## src/rtl/ht_head_table_pkg.sv

```systemverilog
// Shared types for the hash-table pipeline: command/bucket payload, head RAM word,
// head RAM write record and sizing constants. Zero latency (types only).
// No flow control lives here; consumers apply their own valid/ready handshakes.
package hash_table;

    localparam int BUCKET_WIDTH   = 8;
    localparam int HEAD_PTR_WIDTH = 10;
    localparam int KEY_WIDTH      = 16;
    localparam int HEAD_RAM_DEPTH = 2 ** BUCKET_WIDTH;

    typedef enum logic [1:0] {
        CMD_SEARCH = 2'd0,
        CMD_INSERT = 2'd1,
        CMD_DELETE = 2'd2,
        CMD_NOP    = 2'd3
    } ht_cmd_e;

    typedef struct packed {
        logic [HEAD_PTR_WIDTH-1:0] ptr;
        logic                      ptr_val;
    } head_ram_data_t;

    typedef struct packed {
        ht_cmd_e                   cmd;
        logic [KEY_WIDTH-1:0]      key;
        logic [BUCKET_WIDTH-1:0]   bucket;
        logic [HEAD_PTR_WIDTH-1:0] head_ptr;
        logic                      head_ptr_val;
    } ht_pdata_t;

    typedef struct packed {
        logic [BUCKET_WIDTH-1:0] bucket;
        head_ram_data_t          data;
    } head_wr_t;

endpackage

```

## src/rtl/ht_head_table_ram.sv

```systemverilog
// Simple dual-port head RAM: one write port, one registered read port with read enable.
// Latency: 1 cycle read; a same-edge write to the read address returns the old word.
// No backpressure: writes always land; the read register holds while rd_en_i is low.
// Ports: clk_i, wr_en_i/wr_addr_i/wr_data_i (write), rd_en_i/rd_addr_i (read), rd_data_o.
module ht_head_ram #(
    parameter int ADDR_W = 8,
    parameter int DATA_W = 11,
    parameter int DEPTH  = 2 ** ADDR_W
) (
    input  logic              clk_i,
    input  logic              wr_en_i,
    input  logic [ADDR_W-1:0] wr_addr_i,
    input  logic [DATA_W-1:0] wr_data_i,
    input  logic              rd_en_i,
    input  logic [ADDR_W-1:0] rd_addr_i,
    output logic [DATA_W-1:0] rd_data_o
);

    logic [DATA_W-1:0] r_mem [DEPTH];
    logic [DATA_W-1:0] r_rd_data;

    always_ff @(posedge clk_i) begin
        if (wr_en_i) begin
            r_mem[wr_addr_i] <= wr_data_i;
        end
        if (rd_en_i) begin
            r_rd_data <= r_mem[rd_addr_i];
        end
    end

    assign rd_data_o = r_rd_data;

endmodule

```

## src/rtl/ht_head_table.sv

```systemverilog
// Head-table stage: reads the head RAM at the command's bucket and attaches {head_ptr, head_ptr_val}.
// Latency: 2 cycles (S1 RAM read, S2 output register); throughput 1 command/cycle.
// Backpressure: pdata_ready_o = (!S2 valid || pdata_ready_i) && !clearing; head writes never stall.
// Ports: clk_i/rst_i, pdata_i/_valid_i/_ready_o (in), pdata_o/_valid_o/_ready_i (out),
//        head_wr_en_i/_bucket_i/_data_i (head RAM write-back from the data-table stage).
// Optional macro HT_HEAD_TABLE_INIT_CLEAR_EN: walk all buckets after reset writing ptr_val=0.
module ht_head_table
    import hash_table::*;
#(
    parameter int BUCKET_WIDTH   = hash_table::BUCKET_WIDTH,
    parameter int HEAD_PTR_WIDTH = hash_table::HEAD_PTR_WIDTH
) (
    input  logic                    clk_i,
    input  logic                    rst_i,
    input  ht_pdata_t               pdata_i,
    input  logic                    pdata_valid_i,
    output logic                    pdata_ready_o,
    output ht_pdata_t               pdata_o,
    output logic                    pdata_valid_o,
    input  logic                    pdata_ready_i,
    input  logic                    head_wr_en_i,
    input  logic [BUCKET_WIDTH-1:0] head_wr_bucket_i,
    input  head_ram_data_t          head_wr_data_i
);

    localparam int HRD_W = HEAD_PTR_WIDTH + 1;

    logic           w_clearing;
    logic           w_wr_en;
    head_wr_t       w_wr;
    logic           w_advance;
    logic           w_accept;
    head_ram_data_t w_ram_rd;
    head_ram_data_t w_s1_head;
    logic           w_wr_hit_in;
    logic           w_wr_hit_s1;
    logic           w_wr_hit_s2;

    logic           r_s1_vld;
    ht_pdata_t      r_s1;
    logic           r_s1_ovr;
    head_ram_data_t r_s1_ovr_dat;
    logic           r_s2_vld;
    ht_pdata_t      r_s2;

`ifdef HT_HEAD_TABLE_INIT_CLEAR_EN
    logic [BUCKET_WIDTH-1:0] r_clr_cnt;
    logic                    r_clearing;

    // Clear walk owns the write port; external writes are dropped until it finishes.
    always_ff @(posedge clk_i or posedge rst_i) begin
        if (rst_i) begin
            r_clr_cnt  <= '0;
            r_clearing <= 1'b1;
        end else if (r_clearing) begin
            r_clr_cnt <= r_clr_cnt + BUCKET_WIDTH'(1);
            if (r_clr_cnt == {BUCKET_WIDTH{1'b1}}) begin
                r_clearing <= 1'b0;
            end
        end
    end

    assign w_clearing = r_clearing;

    always_comb begin
        w_wr_en     = r_clearing | head_wr_en_i;
        w_wr.bucket = r_clearing ? r_clr_cnt : head_wr_bucket_i;
        w_wr.data   = r_clearing ? '0 : head_wr_data_i;
    end
`else
    assign w_clearing = 1'b0;

    always_comb begin
        w_wr_en     = head_wr_en_i;
        w_wr.bucket = head_wr_bucket_i;
        w_wr.data   = head_wr_data_i;
    end
`endif

    assign w_advance     = !r_s2_vld || pdata_ready_i;
    assign pdata_ready_o = w_advance && !w_clearing && !rst_i;
    assign w_accept      = pdata_valid_i && pdata_ready_o;

    // Read enable follows advance so the RAM output stays aligned with a held S1.
    ht_head_ram #(
        .ADDR_W (BUCKET_WIDTH),
        .DATA_W (HRD_W),
        .DEPTH  (2 ** BUCKET_WIDTH)
    ) u_head_ram (
        .clk_i     (clk_i),
        .wr_en_i   (w_wr_en),
        .wr_addr_i (w_wr.bucket),
        .wr_data_i (w_wr.data),
        .rd_en_i   (w_advance),
        .rd_addr_i (pdata_i.bucket),
        .rd_data_o (w_ram_rd)
    );

    assign w_wr_hit_in = w_wr_en && (w_wr.bucket == pdata_i.bucket);
    assign w_wr_hit_s1 = w_wr_en && (w_wr.bucket == r_s1.bucket);
    assign w_wr_hit_s2 = w_wr_en && (w_wr.bucket == r_s2.bucket);

    // RAM returns the pre-write word, so any write seen since the read is layered on top.
    assign w_s1_head = w_wr_hit_s1 ? w_wr.data : (r_s1_ovr ? r_s1_ovr_dat : w_ram_rd);

    always_ff @(posedge clk_i or posedge rst_i) begin
        if (rst_i) begin
            r_s1_vld     <= 1'b0;
            r_s1         <= '0;
            r_s1_ovr     <= 1'b0;
            r_s1_ovr_dat <= '0;
        end else if (w_advance) begin
            r_s1_vld     <= w_accept;
            r_s1         <= pdata_i;
            r_s1_ovr     <= w_wr_hit_in;
            r_s1_ovr_dat <= w_wr.data;
        end else if (w_wr_hit_s1) begin
            r_s1_ovr     <= 1'b1;
            r_s1_ovr_dat <= w_wr.data;
        end
    end

    always_ff @(posedge clk_i or posedge rst_i) begin
        if (rst_i) begin
            r_s2_vld <= 1'b0;
            r_s2     <= '0;
        end else if (w_advance) begin
            r_s2_vld          <= r_s1_vld;
            r_s2              <= r_s1;
            r_s2.head_ptr     <= w_s1_head.ptr;
            r_s2.head_ptr_val <= w_s1_head.ptr_val;
        end else if (w_wr_hit_s2) begin
            r_s2.head_ptr     <= w_wr.data.ptr;
            r_s2.head_ptr_val <= w_wr.data.ptr_val;
        end
    end

    // A write landing in the output-transfer cycle is forwarded straight onto pdata_o.
    always_comb begin
        pdata_o = r_s2;
        if (r_s2_vld && w_wr_hit_s2) begin
            pdata_o.head_ptr     = w_wr.data.ptr;
            pdata_o.head_ptr_val = w_wr.data.ptr_val;
        end
    end

    assign pdata_valid_o = r_s2_vld;

endmodule

```

## config.mk

```make
export PLATFORM = sky130hd
export DESIGN_NAME = ht_head_table
export DESIGN_NICKNAME = d
export VERILOG_FILES = /design/src/rtl/ht_head_table_pkg.sv /design/src/rtl/ht_head_table_ram.sv /design/src/rtl/ht_head_table.sv
export SDC_FILE = /design/constraint.sdc
export NUM_CORES = 2
export LEC_CHECK = 0
export BUFFER_PORTS_ARGS = -buffer_cell sky130_fd_sc_hd__buf_2
export CAP_MARGIN = 20
export CORE_ASPECT_RATIO = 1.75
export CORE_MARGIN = 10
export CORE_UTILIZATION = 45
export CTS_CLUSTER_SIZE = 25
export DETAILED_ROUTE_END_ITERATION = 8
export PLACE_DENSITY = 0.69
export SETUP_SLACK_MARGIN = 0.1
export SYNTH_ARGS = -nofsm -noshare
export SYNTH_HDL_FRONTEND = slang
export SYNTH_HIERARCHICAL = 1
export SYNTH_SLANG_ARGS = --single-unit
```

## constraint.sdc

```tcl
create_clock -name clk_i -period 3 [get_ports clk_i]
set_input_delay 0.45 -clock clk_i [delete_from_list [all_inputs] [get_ports clk_i]]
set_output_delay 0.45 -clock clk_i [all_outputs]
set_load 0.005 [all_outputs]
```

==> results_dict.tcl <==
set metrics [dict create \
    critPathLaunchType "register" \
    layout_setup_ws_ns 0.02324 \
    synth_edf_count 2827 \
    yosys_warnings 6 \
    crit_slowest_cell "dfrtp_1" \
    drive_above_1_share_pct 30.14 \
    ys_top_cells_by_area "edfxtp_1 75%, mux4_2 12%, mux2i_1 2.1%" \
    rsz0062_at_grt "yes" \
    synth-seq-area-share_pct 77.11 \
    ios 100 \
    powerDensity_nw_per_um2 622.8 \
    dieArea_sq_um 271400 \
    regArea_sq_um 86820 \
    num_rows 242 \
    first_pass_iters 6 \
    ir_drop_mv 0.5872 \
    syn_area_per_cell_sq_um 20.84 \
    die_w_um 398.1 \
    wl_um 308900 \
    synth_area_sq_um 112600 \
    ys_async_sr_fraction_pct 2.652 \
    hold_path.class "input pin to register" \
    synthFlopType "edfxtp_1" \
    synth_commonest_cells "2,827 x edfxtp_1, 614 x mux4_2, 292 x nor2_1" \
    drt_iter0_markers 6252 \
    worst_pin_slew_ns 1.206 \
    multi_input_area_sq_um 23730 \
    fin_area_sq_um 130800 \
    slew_viol_final 0 \
    path_max_fanout 9 \
    place_area_sq_um 122700 \
    startpoint "pdata_o[12]" \
    cp.required_ns 2.55 \
    clkTransAtPathRegs_ns 0.06 \
    finClkSkew_ns 0.05382 \
    die_h_um 681.7 \
    slew-limit-headroom_pct 19.32 \
    place.gp.congestion 0.9525 \
    numCtsBuffers 233 \
    setup_viol 0 \
    finalCoreUtilization_pct 52.63 \
    synth_top_area_cell "edfxtp_1" \
    finalCriticalPeriod_ns 2.977 \
    grt_first_pass_wirelength_um 440700 \
    via_per_inst 6.024 \
    synthCells 5404 \
    synth_nets 5465 \
    leakagePower_nw 42.86 \
    ys_types 64 \
    overflow 0 \
    root_buffer "clkbuf_16" \
    drc 0 \
    grt_pass1_vias 60383 \
    fin_crit_sh_pct 99.23 \
    max_stage_delay_ns 0.40 \
    area_growth_pct 16.21 \
    drv_cap 0 \
    arrival_ns 2.53 \
    path_cells "xnor2_1 -> nand3_2 -> nor3_4 -> nand2_2 -> buf_6 -> mux2_4 -> buf_2" \
    ant_nets 0 \
    grtUsageTotal_pct 22.45 \
    grt_max_degree 125 \
    fillerInstances 18729 \
    max_freq_mhz 335.9 \
    via_count 58591 \
    cts-htree-levels 4 \
    fin_nets 6300 \
    coreArea_sq_um 248600 \
    routedWlPerCell_um 31.76 \
    whs_ns 0.05066 \
    hold_violations 0 \
    instances_no_fill 9727 \
    outcome "finished clean" \
    place_worst_setup_slack_ns -0.6970 \
    synth-seq-cells 2904 \
    worst-setup-path-type "register to primary output" \
    fin_setup_tns_ns 0 \
    cts.sinks 2904 \
    r2r_start "u_head_ram/r_mem[191][3]" \
    start_util_pct 45.29 \
    cts_tree "done" \
    portBuffers 88 \
    clk_path_buf_depth 4 \
    dp_cells 9246 \
    antenna_found_initial 9 \
    end_kind "primary output" \
    p_total_mw 81.50 \
    yosysMostFrequentCell "edfxtp_1" \
    hold_path.startpoint "head_wr_data_i[1]" \
    dp_hpwl_um 206700 \
    clk_latency_ns 0.90 \
    synth_top_area_share_pct 75.40 \
]
[state kept, by name (all words and copies together), names as in the netlist]
signal	count
r_s1_ovr	1
pdata_o	26
u_head_ram/r_mem	2816
r_s1_ovr_dat	11
r_s1	26
u_head_ram/rd_data_o	11
r_s2	11
pdata_valid_o	1
r_s1_vld	1
[area by class of cell]
class                      count  area share (%)
multi-input combinational   2133           18.13
antenna                        6         0.01147
inverter                      19         0.05546
tap                         3294           3.150
timing repair buffer         948           6.470
clock inverter               159           1.284
clock buffer                 264           4.545
sequential                  2904           66.35
[placed cells by master (no fill, tap or decap), types with 47 or more instances in the layout]
master	Yosys	final
o22ai_1	95	95
dfrtp_1	77	77
clkinv_1	1	49
mux2i_1	240	240
clkinv_2	0	47
o221ai_1	47	47
mux4_2	614	614
buf_12	2	107
nor2_1	292	289
a22oi_1	125	125
clkbuf_16	0	233
buf_2	60	72
nand2_1	222	221
buf_4	58	719
a21oi_1	87	87
edfxtp_1	2827	2827
[routing by layer]
metal	global-route usage, %	share of wire (%)	up-vias
met1	24.19	32	30808
met4	17.19	9.3	2
met5	0	0.0036	-
met3	2.910	6.3	842
li1	-	-	24065
met2	39.86	52	2874
[logic make-up after synthesis]
| kind of cell | count (synthesis) | share of synthesized area [%] |
|---|---|---|
| compound gates | 530 | 3.398 |
| buf+inv | 367 | 1.916 |
| simple gates | 701 | 2.703 |
| flops | 2904 | 77.11 |
| mux | 878 | 14.69 |
| xor+xnor | 24 | 0.1867 |
[worst max-delay path, delay by kind of cell, from the launching register on]
kind / cells / cell delay, ns
xor+xnor: 1 / 0.19
buf+inv: 2 / 0.28
flops: 1 / 0.40
mux: 1 / 0.31
simple gates: 3 / 0.46
[what timing repair did]
action,in CTS,in global routing
buffers inserted,11,0
setup endpoints to repair,12,13
hold endpoints to repair,204,0
hold buffers,30,0
gates resized for setup,10,3
pin swaps,8,0
[path summary, 6_finish.rpt]
check	slack [ns]	cells after the start	to
max reg2reg	0.21	8	u_head_ram/rd_data_o[3]
max	0.02	7	pdata_o[1]
min	0.05	1	u_head_ram/r_mem[244][1]
min reg2reg	0.44	2	pdata_valid_o
min in group asynchronous	0.28	4	pdata_o[34]
max in group asynchronous	2.25	4	r_s1[31]
[power by group]
part | internal (mW) | switching [mW] | leakage, nW | total [mW]
Sequential | 44.7 | 0.181 | 26.3 | 44.9
Combinational | 2.11 | 3.26 | 12.8 | 5.37
Clock | 17.2 | 14.0 | 3.70 | 31.2
Note: power is estimated with default switching activity, not from simulation.
